**src/rtl/tensor_weight_feeder.sv**
```systemverilog
// tensor_weight_feeder
//   Transmit side of the ping-pong weight-load protocol. Buffers DATA_W-bit
//   weight rows in a small FIFO and streams them ROWS at a time into
//   alternating tensor-block banks (1,2,1,2...). A bank still held by compute
//   is never targeted.
//
// Ports
//   clk, rst_n      clock, asynchronous active-low reset
//   s_data/s_valid  upstream weight word and its valid
//   s_ready         word accepted when s_valid && s_ready
//   bank_busy       [0]=bank1, [1]=bank2 held by compute
//   load_bank_1/2   cascade word in the next cycle belongs to bank 1 / bank 2
//   cascade_out     weight word to cascade_in (0 when cascade_valid=0)
//   cascade_valid   cascade_out carries a word this cycle
//   bank_loaded     1-cycle pulse when the last word of a bank is on cascade_out
//   next_bank       0: bank 1 is the next/current target, 1: bank 2
module tensor_weight_feeder #(
    parameter int unsigned DATA_W     = 80,
    parameter int unsigned ROWS       = 3,
    parameter int unsigned FIFO_DEPTH = 8
) (
    input  logic              clk,
    input  logic              rst_n,
    input  logic [DATA_W-1:0] s_data,
    input  logic              s_valid,
    output logic              s_ready,
    input  logic [1:0]        bank_busy,
    output logic              load_bank_1,
    output logic              load_bank_2,
    output logic [DATA_W-1:0] cascade_out,
    output logic              cascade_valid,
    output logic [1:0]        bank_loaded,
    output logic              next_bank
);

    localparam int unsigned PW = (FIFO_DEPTH > 1) ? $clog2(FIFO_DEPTH) : 1;
    localparam int unsigned CW = $clog2(FIFO_DEPTH + 1);
    localparam int unsigned KW = (ROWS > 1) ? $clog2(ROWS) : 1;

    typedef enum logic {
        IDLE = 1'b0,
        LOAD = 1'b1
    } state_t;

    state_t state, state_nx;

    logic [DATA_W-1:0] mem [FIFO_DEPTH];
    logic [PW-1:0]     wr_ptr, rd_ptr;
    logic [CW-1:0]     count, count_nx;
    logic [KW-1:0]     k, k_nx;

    logic              bank_nx;
    logic [1:0]        loaded_nx;
    logic              load1_nx, load2_nx;
    logic [DATA_W-1:0] cascade_nx;
    logic              ready_nx;
    logic              push, pop;

    // Handshake and drain: every LOAD cycle moves one word to the cascade register
    always_comb begin
        push = s_valid && s_ready;
        pop  = (state == LOAD);
    end

    // FIFO storage (no reset needed; validity tracked by count)
    always_ff @(posedge clk) begin
        if (push) begin
            mem[wr_ptr] <= s_data;
        end
    end

    // Next-state and next-output logic
    always_comb begin
        state_nx  = state;
        k_nx      = k;
        bank_nx   = next_bank;
        loaded_nx = 2'b00;

        case (state)
            IDLE: begin
                if (count >= CW'(ROWS) && !bank_busy[next_bank]) begin
                    state_nx = LOAD;
                    k_nx     = '0;
                end
            end
            LOAD: begin
                if (k == KW'(ROWS - 1)) begin
                    k_nx      = '0;
                    bank_nx   = ~next_bank;
                    loaded_nx = next_bank ? 2'b10 : 2'b01;
                    // Back-to-back group only if a full group remains after this pop
                    if (count >= CW'(ROWS + 1) && !bank_busy[bank_nx]) begin
                        state_nx = LOAD;
                    end else begin
                        state_nx = IDLE;
                    end
                end else begin
                    k_nx = k + KW'(1);
                end
            end
            default: state_nx = IDLE;
        endcase

        case ({push, pop})
            2'b10:   count_nx = count + CW'(1);
            2'b01:   count_nx = count - CW'(1);
            default: count_nx = count;
        endcase

        cascade_nx = pop ? mem[rd_ptr] : '0;
        load1_nx   = (state_nx == LOAD) && !bank_nx;
        load2_nx   = (state_nx == LOAD) && bank_nx;
        ready_nx   = (count_nx < CW'(FIFO_DEPTH));
    end

    // State, FIFO bookkeeping and registered outputs
    always_ff @(posedge clk or negedge rst_n) begin
        if (!rst_n) begin
            state         <= IDLE;
            k             <= '0;
            wr_ptr        <= '0;
            rd_ptr        <= '0;
            count         <= '0;
            next_bank     <= 1'b0;
            bank_loaded   <= 2'b00;
            load_bank_1   <= 1'b0;
            load_bank_2   <= 1'b0;
            cascade_out   <= '0;
            cascade_valid <= 1'b0;
            s_ready       <= 1'b0;
        end else begin
            state         <= state_nx;
            k             <= k_nx;
            count         <= count_nx;
            next_bank     <= bank_nx;
            bank_loaded   <= loaded_nx;
            load_bank_1   <= load1_nx;
            load_bank_2   <= load2_nx;
            cascade_out   <= cascade_nx;
            cascade_valid <= pop;
            s_ready       <= ready_nx;
            if (push) begin
                wr_ptr <= wr_ptr + PW'(1);
            end
            if (pop) begin
                rd_ptr <= rd_ptr + PW'(1);
            end
        end
    end

endmodule

```
**config.mk**
```make
export PLATFORM = sky130hd
export DESIGN_NAME = tensor_weight_feeder
export DESIGN_NICKNAME = d
export VERILOG_FILES = /design/src/rtl/tensor_weight_feeder.sv
export SDC_FILE = /design/constraint.sdc
export NUM_CORES = 1
export LEC_CHECK = 0
export CAP_MARGIN = 30
export CORE_UTILIZATION = 45
export DETAILED_ROUTE_END_ITERATION = 7
export GPL_ROUTABILITY_DRIVEN = 0
export SETUP_SLACK_MARGIN = 0.5
export SYNTH_ARGS = -nofsm -noshare
export SYNTH_HDL_FRONTEND = slang
export SYNTH_SLANG_ARGS = --single-unit
export TNS_END_PERCENT = 20
```
**constraint.sdc**
```tcl
create_clock -name clk -period 17.6 [get_ports clk]
set_input_delay 1.76 -clock clk [delete_from_list [all_inputs] [get_ports clk]]
set_output_delay 1.76 -clock clk [all_outputs]
set_load 0.005 [all_outputs]
```
# Word-level counts from Yosys, hierarchy flattened
# Memory sizes are Yosys's and may differ from the RTL's.
# Cells that the tools add are included.
# word_totals
out_inout_bits	87
mem_bits_rw	640
inputBits	85
wordCells	57
register_bits	100
mem_count	1
# classes
n_addsub	5
bitwise_logic	2
muxes	20
reduce_logical	8
n_eq_ne	4
order_cmp	5
# memory_table
memory	depth	width	rd	rd_clocked_by_memory_dff	write_ports	line	rtl
mem	8	80	1	0	1	47	logic [DATA_W-1:0] mem [FIFO_DEPTH];
# op_table
operator	count
two-way mux 80 bit	1
two-way mux 1 bit	11
two-way mux 2 bit	5
one-hot mux 4 bit (2 select lines)	1
adder 3 x 1 -> 3 bit, second input constant	2
logical AND 1 bit	5
adder 4 x 1 -> 4 bit, second input constant	1
equality test 2 bit, second input constant	2
>= comparator 4 x 2 -> 1 bit, second input constant	1
>= comparator 4 x 3 -> 1 bit, second input constant	1
less-than comparator 1 x 2 -> 1 bit, second input constant	2
less-than comparator 4 bit, second input constant	1
one-hot mux 2 bit (2 select lines)	1
subtractor 4 x 1 -> 4 bit, second input constant	1
zero test 1 bit	3
adder 2 x 1 -> 2 bit, second input constant	1
equality test 2 x 1 -> 1 bit, second input constant	1
inequality test 2 bit, second input constant	1
NOT 1 bit	2
one-hot mux 1 bit (2 select lines)	1

# Depth between registers and ports, before layout
# Gate-level depths: netlist of run 1.
# logic_depth
word_depth	9
mapped_depth	7

# Worst setup path after synthesis of run 1
# Ideal clock, no wire load.
# synth_timing
path_type	input port to flip-flop
start	input port s_valid
end	memory mem[0][0], enable pin
path_stages	3
n_path_buf	0
t_required_ns	16.984
slack_ns	9.365
arrival_ns	7.619
setup_time_ns	0.616
path_cell_list	nand2_1 > or2_2 > nor3_1
# synth_between
elab_chain_len	3
# synth_rtl
element	line	rtl
start, declared	25	input logic s_valid,
logical AND 1 bit	61	push = s_valid && s_ready;
two-way mux 1 bit	67	if (push) begin
two-way mux 1 bit (implied by the code)	68	mem[wr_ptr] <= s_data;
end, declared	47	
# No other way between the ends.

# Final worst setup path of run 1
# layout_timing
start	input port s_valid
end	memory mem[6][17], enable pin
# Same word-level chain as after synthesis.

==> results.yml, run 1 <==
logic_synthesis:
  synthFlopType: "edfxtp_1"
  synthCells: 1184
  syn_area_mm2: 0.0275
  ys_ff_latch: 740
  synthDistinctLibCells: 31
  synthArstFlopShare_pct: 13.5
  seq_area_frac_synth_pct: 79.0
  syn_nets: 1277
  synth_edf_count: 640
  yosysWarnings: 0
  synth_area_per_cell_um2: 23.2
clocking:
  post_cts_resized: 0
  postCtsSetupBuffers: 0
  cts.sinks: 740
  numCtsBuffers: 76
  htreeDepth: 3
  cts_tree: "done"
  ctsHoldBuffers: 0
  cts_root_buf: "clkbuf_16"
  cts_buffer_depth: 3
  insertion_delay_ns: 0.61
  clk_pin_slew_ns: 0.06
die:
  start_util_pct: 45.6
  fp-row-count: 90
  die_area_mm2: 0.0621
  io_pins: 172
  coreArea_mm2: 0.0604
  die_h_um: 249
  die_x_um: 249
critical_path:
  cp-startpoint: "s_valid"
  r2r-end: "mem[6][17]"
  rr_worst_depth: 4
  cp_data_required_time_ns: 17.82
  crit_family: "buffers and inverters"
  setup.worst_path.start_class: "input pin"
  path_depth: 5
  endpoint: "mem[6][17]"
  cp_max_fo: 54
  end_kind: "flop"
  r2r_slack_ns: 14.58
  cp_slowest_cell: "buf_4"
  worstPathCellList: "clkdlybuf4s50_1 > nand2_1 > or2_2 > nor2_4 > buf_4"
  cp_data_arrival_time_ns: 4.55
  timing.rr.start: "s_ready"
  crit_buf_inv: 2
  slowest_delay_ns: 0.80
  critPathKind: "in2reg"
grt:
  gr-total-overflow: 0
  grt_pass1_wl_um: 82500
  grt_max_degree: 64
  antenna_found_initial: 5
  grt_pass1_vias: 13000
  grtUsageTotal_pct: 17.9
timing:
  timing_hold_violations_final: 0
  post-route-min-period_ns: 4.33
  fin_crit_sh_pct: 24.6
  relSlewSlack_pct: 36.8
  hold_slack_ns: 0.513
  clock_skew_ns: 0.0261
  worstMarginPinSlew_ns: 0.943
  setup_viol: 0
  final-max-slew-violation-count: 0
  max_freq_ghz: 0.231
  rsz0062_at_grt: "no"
  tns_ns: 0
pwr:
  peakVddDrop_uv: 83.5
  p_leak_nw: 10.9
  powerDensity_mw_per_mm2: 162
layout:
  layout.nets: 1498
  areaGrowthSynthToFinish_pct: 18.9
  layout-drive-gt1-share_pct: 21.5
drt:
  final_antenna_net_count: 0
  via_per_inst: 5.36
  drt_iter0_drc: 672
  post_drt_wl_per_cell_um: 24.1
  wl_um: 54200
  dr.pass1.iters: 5
  drcViolationCount: 0
  dr_total_vias: 12100
job:
  max_cap_violations: 0
placement:
  io_buffers: 171
  post-dp-hpwl_um: 30400
min_path:
  hp-class: "reg2reg"
  hold_depth: 1
run_status:
  status: "finished, final reports clean"
## metrics by stage
stage	worst slack, ns	power [mW]	instances	area, um2	util (%)
floorplan	9.36	3.27	1184	27500	-
global placement	12.58	3.75	2100	30000	49.7
detailed placement	12.63	3.79	2109	30200	50.1
CTS	13.26	5.39	2250	32700	54.2
global route	13.12	5.56	2250	32700	54.2
finish	13.27	5.30	2251	32700	54.2
## placed cells by master, fill, tap and decap left out, types with 3 or more instances in the layout
cell and n:
edfxtp_1 640, clkdlybuf4s50_1 170, mux4_2 160, dfrtp_1 96, nor2b_1 82, mux2i_1 80, clkbuf_16 77, clkbuf_1 28
buf_4 19, nand2_1 11, clkbuf_8 9, ha_1 8, clkinv_2 8, nor2_4 6, bufinv_16 6, buf_16 6
nor2_1 4, xor2_1 4, mux2_2 4, xnor2_1 4, clkinv_1 4, clkinvlp_4 4, dfrtp_4 4, inv_1 3
a21oi_1 3, nand2b_1 3, inv_6 3, buf_12 3
## where the power goes
group / total, mW / switching, mW / internal (mW)
registers: 2.33 / 0.146 / 2.18
logic: 1.38 / 0.635 / 0.747
clock network: 1.58 / 0.645 / 0.940
## cells by family (layout without fill, tap and decap cells)
group / count (synthesis) / in the layout / synth area share (%)
compound gates: 12 / 12 / 0.291
xor+xnor: 8 / 8 / 0.255
fa+ha+maj: 8 / 8 / 0.364
buf+inv: 58 / 342 / 1.51
flops: 740 / 740 / 79.0
mux: 245 / 245 / 16.2
other cells: 0 / 1 / 0
simple gates: 113 / 113 / 2.36
## worst reg2reg max path, cell delays in order, from the launching register on
cell and delay (ns):
dfrtp_1 0.41, nand2_1 0.15, or2_2 0.41, nor2_4 0.75, buf_4 0.81
## worst min-delay path by stage
stage	slack (ns)	to
6_report	0.51	flop
5_1_grt	0.53	flop
4_1_cts	0.52	flop
3_3_place_gp	0.48	k[0]
2_1_floorplan	0.42	cascade_valid
3_5_place_dp	0.51	flop
## cell usage after synthesis (all sizes together), types with 2 or more instances
cell / instances / area (um2)
edfxtp: 640 / 19200
mux4: 160 / 3600
dfrtp: 100 / 2500
nor2b: 82 / 513
mux2i: 80 / 801
buf: 37 / 337
clkbuf: 18 / 67.6
nand2: 11 / 41.3
nor2: 10 / 37.5
ha: 8 / 100
mux2: 5 / 56.3
xnor2: 4 / 35.0
xor2: 4 / 35.0
a21oi: 3 / 15.0
inv: 3 / 11.3
nand2b: 3 / 18.8
and2: 2 / 12.5
nand3: 2 / 10.0
nor3: 2 / 10.0
o21ai: 2 / 10.0
o22ai: 2 / 12.5
## sequential cells by signal, summed over array words and instances, names as in the netlist, named ones only
register and cells:
bank_loaded 2, cascade_out 80, cascade_valid 1, count 3
k 2, load_bank_1 1, load_bank_2 1, mem 640
next_bank 1, pop 1, rd_ptr 3, s_ready 1
wr_ptr 3
## final cells by class
class | instances | area, um2
clock buffers | 114 | 2160
fillers | 4559 | 27700
multi-input cells | 386 | 5420
diodes | 1 | 2.50
clock inverters | 27 | 324
repair buffers | 198 | 2070
well taps | 782 | 978
flip-flops and latches | 740 | 21700
inverters | 3 | 11.3
## layer usage
layer / vias up / routed length [um] / GRT usage [%]
met2: 262 / 27200 / 29.6
met3: 72 / 2620 / 3.77
met4: 8 / 750 / 4.57
met5: - / 54 / 0
met1: 6454 / 23600 / 24.5
li1: 5271 / - / -
Note: power is estimated with default switching activity, not from simulation.
==> run 2, diff against run 1 <==
- clock period: 17.6 -> 4 ns (I/O delays scaled with it)
==> run 2 against run 1 <==
Via count increased by 0.60%. Sequential share of layout area decreased by 0.23 points. Die area unchanged. Register-to-register slack got worse by 13 ns. Combinational power increased to 4.3 times the previous value. Total power increased to 4.4 times the previous value. Clock skew decreased by 0.0030 ns. Clock power increased to 4.5 times the previous value. Cell area increased by 0.35%. Count of clock-buffer cells in the layout decreased by 9. Non-clock buffer count unchanged. Critical path depth decreased by 1. Critical endpoint is now mem[4][34]. Largest power group unchanged. Highest routed layer unchanged.
==> results.yml, run 2 (synthesis results as in run 1) <==
run_status:
  status: "finished, final reports clean"
drt:
  final_antenna_net_count: 0
  dr.pass1.iters: 5
  wl_um: 53700
  drt_iter0_drc: 746
  via_per_inst: 5.38
  dr_total_vias: 12100
  drcViolationCount: 0
  post_drt_wl_per_cell_um: 23.8
critical_path:
  end_kind: "flop"
  timing.rr.start: "s_ready"
  cp-startpoint: "s_ready"
  cp_data_required_time_ns: 4.28
  setup.worst_path.start_class: "flop"
  cp_max_fo: 35
  r2r_slack_ns: 1.71
  critPathKind: "reg2reg"
  cp_data_arrival_time_ns: 2.57
clocking:
  numCtsBuffers: 78
  post_cts_resized: 0
  htreeDepth: 3
  cts_buffer_depth: 3
  ctsHoldBuffers: 1
  postCtsSetupBuffers: 0
  cts_root_buf: "clkbuf_16"
  cts_tree: "done"
  clk_pin_slew_ns: 0.06
  insertion_delay_ns: 0.61
  cts.sinks: 740
timing:
  worstMarginPinSlew_ns: 0.933
  relSlewSlack_pct: 37.8
  post-route-min-period_ns: 2.29
  clock_skew_ns: 0.0231
  timing_hold_violations_final: 0
  final-max-slew-violation-count: 0
  setup_viol: 0
  fin_crit_sh_pct: 57.2
  tns_ns: 0
  max_freq_ghz: 0.437
  rsz0062_at_grt: "no"
  hold_slack_ns: 0.447
layout:
  layout-drive-gt1-share_pct: 21.8
  final_core_util_pct: 54.4
  final_common_cell: "edfxtp_1"
  areaGrowthSynthToFinish_pct: 19.3
  antenna_cells: 0
  nFillCells: 4560
  finalNonFillerCells: 2255
  largest_reg_flops: 640
  reg.largest.list: "mem: 640 flops, cascade_out: 80 flops"
  layout.nets: 1500
  largest-register: "mem"
  layout.cells.most_common_list: "640 x edfxtp_1, 170 x clkdlybuf4s50_1, 160 x mux4_2, 96 x dfrtp_1, 82 x nor2b_1"
die:
  die_x_um: 249
  die_area_mm2: 0.0621
  start_util_pct: 45.6
  io_pins: 172
  fp-row-count: 90
  die_h_um: 249
  coreArea_mm2: 0.0604
pwr:
  powerDensity_mw_per_mm2: 713
  power_mw: 23.4
  peakVddDrop_uv: 536
  p_leak_nw: 11.0
grt:
  grtUsageTotal_pct: 17.8
  grt_max_degree: 71
  grt_pass1_vias: 13100
  grt_pass1_wl_um: 81900
  antenna_found_initial: 6
  gr-total-overflow: 0
placement:
  dp.cells: 2108
  post-dp-hpwl_um: 28600
  io_buffers: 171
min_path:
  hp-class: "in2async"
job:
  max_cap_violations: 0
-- run 2: cell types whose count changed in the layout (fill, tap and decap cells not counted), moves of 3 or more --
cell	previous run	this run
clkinv_1	4	12
buf_16	6	0
buf_4	19	14
clkinv_2	8	13
buf_12	3	12
clkbuf_16	77	80
clkbuf_1	28	18
-- run 2: critical path, stage by stage, from the launching register on --
cell and delay [ns]:
dfrtp_1 0.42, nand2_1 0.16, or2_2 0.42, nor2_4 0.57, buf_12 0.35
-- run 2: routing by layer --
metal	part of all wire, %	global-route usage [%]	up-vias	wire length (um)
met5	0.15	0	-	79
met4	1.5	4.80	12	780
met3	4.0	3.50	69	2170
met2	50	29.2	223	26800
met1	45	24.4	6546	23900
li1	-	-	5290	-
-- run 2: worst paths after layout --
path | to | cells after the start
max | mem[4][34] | 4
min | cascade_out[2] | 2
max reg2reg | mem[4][34] | 4
min reg2reg | s_ready | 1
max in group asynchronous | cascade_out[24] | 3
min in group clk | wr_ptr[2] | 3
-- run 2: stage by stage --
| stage | setup slack [ns] | area [um2] |
|---|---|---|
| after global routing | 1.56 | 32800 |
| after floorplan | -0.722 | 27500 |
| after detailed placement | 1.22 | 30200 |
| after CTS | 1.68 | 32800 |
| after global placement | 1.25 | 30200 |
| final | 1.71 | 32800 |
-- run 2: layout make-up --
class | count | area (um2) | share of cell area (%)
clock buffers | 105 | 2170 | 6.60
multi-input cells | 386 | 5430 | 16.5
clock inverters | 41 | 420 | 1.28
flip-flops and latches | 740 | 21700 | 66.3
well taps | 782 | 978 | 2.98
repair buffers | 198 | 2070 | 6.30
inverters | 3 | 11.3 | 0.0343
-- run 2: where the power goes --
group	leakage [nW]	switching (mW)	internal, mW
logic	2.71	2.73	3.27
clock network	1.26	2.90	4.22
registers	6.99	0.664	9.61
total	11.0	6.29	17.1
==> run 3, diff against run 2 <==
- PLACE_DENSITY: not set -> 0.66
- clock period: 4 -> 1.85 ns (I/O delays scaled with it)
==> run 3 against run 2 <==
Total power is 130% higher. Count of clock-buffer cells in the layout is 2 lower. Fmax is 28% higher. Clock power is 110% higher. Non-clock buffer count is 128 higher. Cell area is 6.4% higher. Highest routed layer unchanged.
==> results.yml, run 3 (synthesis results as in run 1) <==
die:
  die_area_mm2: 0.0621
  die_x_um: 249
  io_pins: 172
  die_h_um: 249
  start_util_pct: 45.6
  fp-row-count: 90
  coreArea_mm2: 0.0604
drt:
  drt_iter0_drc: 827
  drcViolationCount: 0
  dr_total_vias: 12800
  final_antenna_net_count: 0
  via_per_inst: 5.37
  post_drt_wl_per_cell_um: 24.6
  dr.pass1.iters: 5
  wl_um: 58600
grt:
  grt_max_degree: 49
  grt_pass1_vias: 13700
  grt_pass1_wl_um: 86100
  grtUsageTotal_pct: 18.8
  gr-total-overflow: 0
  antenna_found_initial: 7
critical_path:
  worstPathCellList: "nand2_2 > buf_6 > or2_4 > nor2_4 > buf_12"
  cp_data_arrival_time_ns: 2.08
  slowest_delay_ns: 0.37
  end_kind: "flop"
  cp_max_fo: 40
  setup.worst_path.start_class: "flop"
  cp_slowest_cell: "dfrtp_1"
  cp_data_required_time_ns: 2.13
  critPathKind: "reg2reg"
timing:
  fin_crit_sh_pct: 96.8
  rsz0062_at_grt: "yes"
  max_freq_ghz: 0.558
  relSlewSlack_pct: 60.2
  timing_hold_violations_final: 0
  worstMarginPinSlew_ns: 0.597
  post-route-min-period_ns: 1.79
  tns_ns: 0
  clock_skew_ns: 0.0248
  setup_viol: 0
  final-max-slew-violation-count: 0
layout:
  layout.cells.most_common_list: "640 x edfxtp_1, 164 x clkdlybuf4s50_1, 160 x mux4_2, 94 x dfrtp_1, 88 x clkbuf_16"
  layout-drive-gt1-share_pct: 28.6
  finalNonFillerCells: 2381
  areaGrowthSynthToFinish_pct: 27.0
  largest-register: "mem"
  final_common_cell: "edfxtp_1"
  largest_reg_flops: 640
  final_core_util_pct: 57.9
  reg.largest.list: "mem: 640 flops, cascade_out: 80 flops"
  layout.nets: 1626
pwr:
  peakVddDrop_uv: 817
  p_leak_nw: 11.9
  powerDensity_mw_per_mm2: 1540
  power_mw: 53.8
clocking:
  numCtsBuffers: 76
  insertion_delay_ns: 0.63
  cts_tree: "done"
  clk_pin_slew_ns: 0.06
  cts.sinks: 740
  htreeDepth: 3
  cts_buffer_depth: 3
  cts_root_buf: "clkbuf_16"
placement:
  io_buffers: 171
  post-dp-hpwl_um: 33700
  dp.cells: 2178
min_path:
  hp-class: "in2async"
job:
  max_cap_violations: 0
run_status:
  status: "finished, final reports clean"
[run 3: cell count changes in the layout (fill, tap and decap cells not counted), moves of 5 or more]
cell / change
buf_12: +52
buf_16: +17
buf_4: +31
buf_6: +16
clkbuf_1: +5
clkbuf_16: +8
clkdlybuf4s50_1: -6
clkinv_1: +5
clkinv_2: -5
mux2i_1: -8
mux2i_2: +6
[run 3: critical path, delay by kind of cell (launching register included)]
| kind | cells | cell delay [ns] |
|---|---|---|
| buffers and inverters | 2 | 0.42 |
| DFF | 1 | 0.37 |
| and+or+nand+nor | 3 | 0.60 |
[run 3: final timing paths]
check,startpoint,endpoint,cells past startpoint,slack [ns]
worst min register to register,k[0],k[0],1,0.52
worst max register to register,s_ready,mem[2][6],5,0.06
worst max-delay path,s_ready,mem[2][6],5,0.06
max in group asynchronous,rst_n,cascade_out[57],3,0.97
worst min-delay path,rst_n,bank_loaded[1],2,0.12
min in group clk,s_data[34],mem[5][34],1,0.30
[run 3: report_power, final]
group / internal (mW) / switching (mW)
combinational: 9.85 / 7.58
sequential: 20.8 / 0.876
clock: 8.42 / 6.25
[run 3: area by class of cell]
| cell class | count | area [um2] |
|---|---|---|
| diodes | 3 | 7.51 |
| clock buffers | 103 | 2050 |
| clock inverters | 38 | 358 |
| fillers | 4309 | 25400 |
| inverters | 3 | 11.3 |
| multi-input cells | 386 | 5510 |
| flip-flops and latches | 740 | 21700 |
| well taps | 782 | 978 |
| repair buffers | 326 | 4260 |
[run 3: repair_timing]
action                     CTS  global route
setup endpoints to repair  822           820
gates cloned                11            11
hold endpoints to repair    27             0
gates resized for setup     52            36
hold buffers                 1             0
pin swaps                    3             1
buffers inserted            20            16
[run 3: layer usage]
metal,wire length (um),global-route usage (%),vias to the layer above,part of all wire (%)
li1,-,-,5554,-
met1,25000,25.5,6857,43
met2,29500,30.8,298,50
met3,2990,3.92,72,5.1
met4,940,5.34,10,1.6
met5,68,0,-,0.12
[run 3: stage by stage]
stage               area (um2)  setup slack (ns)  hold WS, ns
detailed placement       31300            -0.344        0.230
floorplan                27600             -1.34       -0.111
global placement         31300            -0.382        0.230
global route             34900           0.00504        0.159
CTS                      34300            0.0772        0.112
finish                   34900            0.0591        0.116
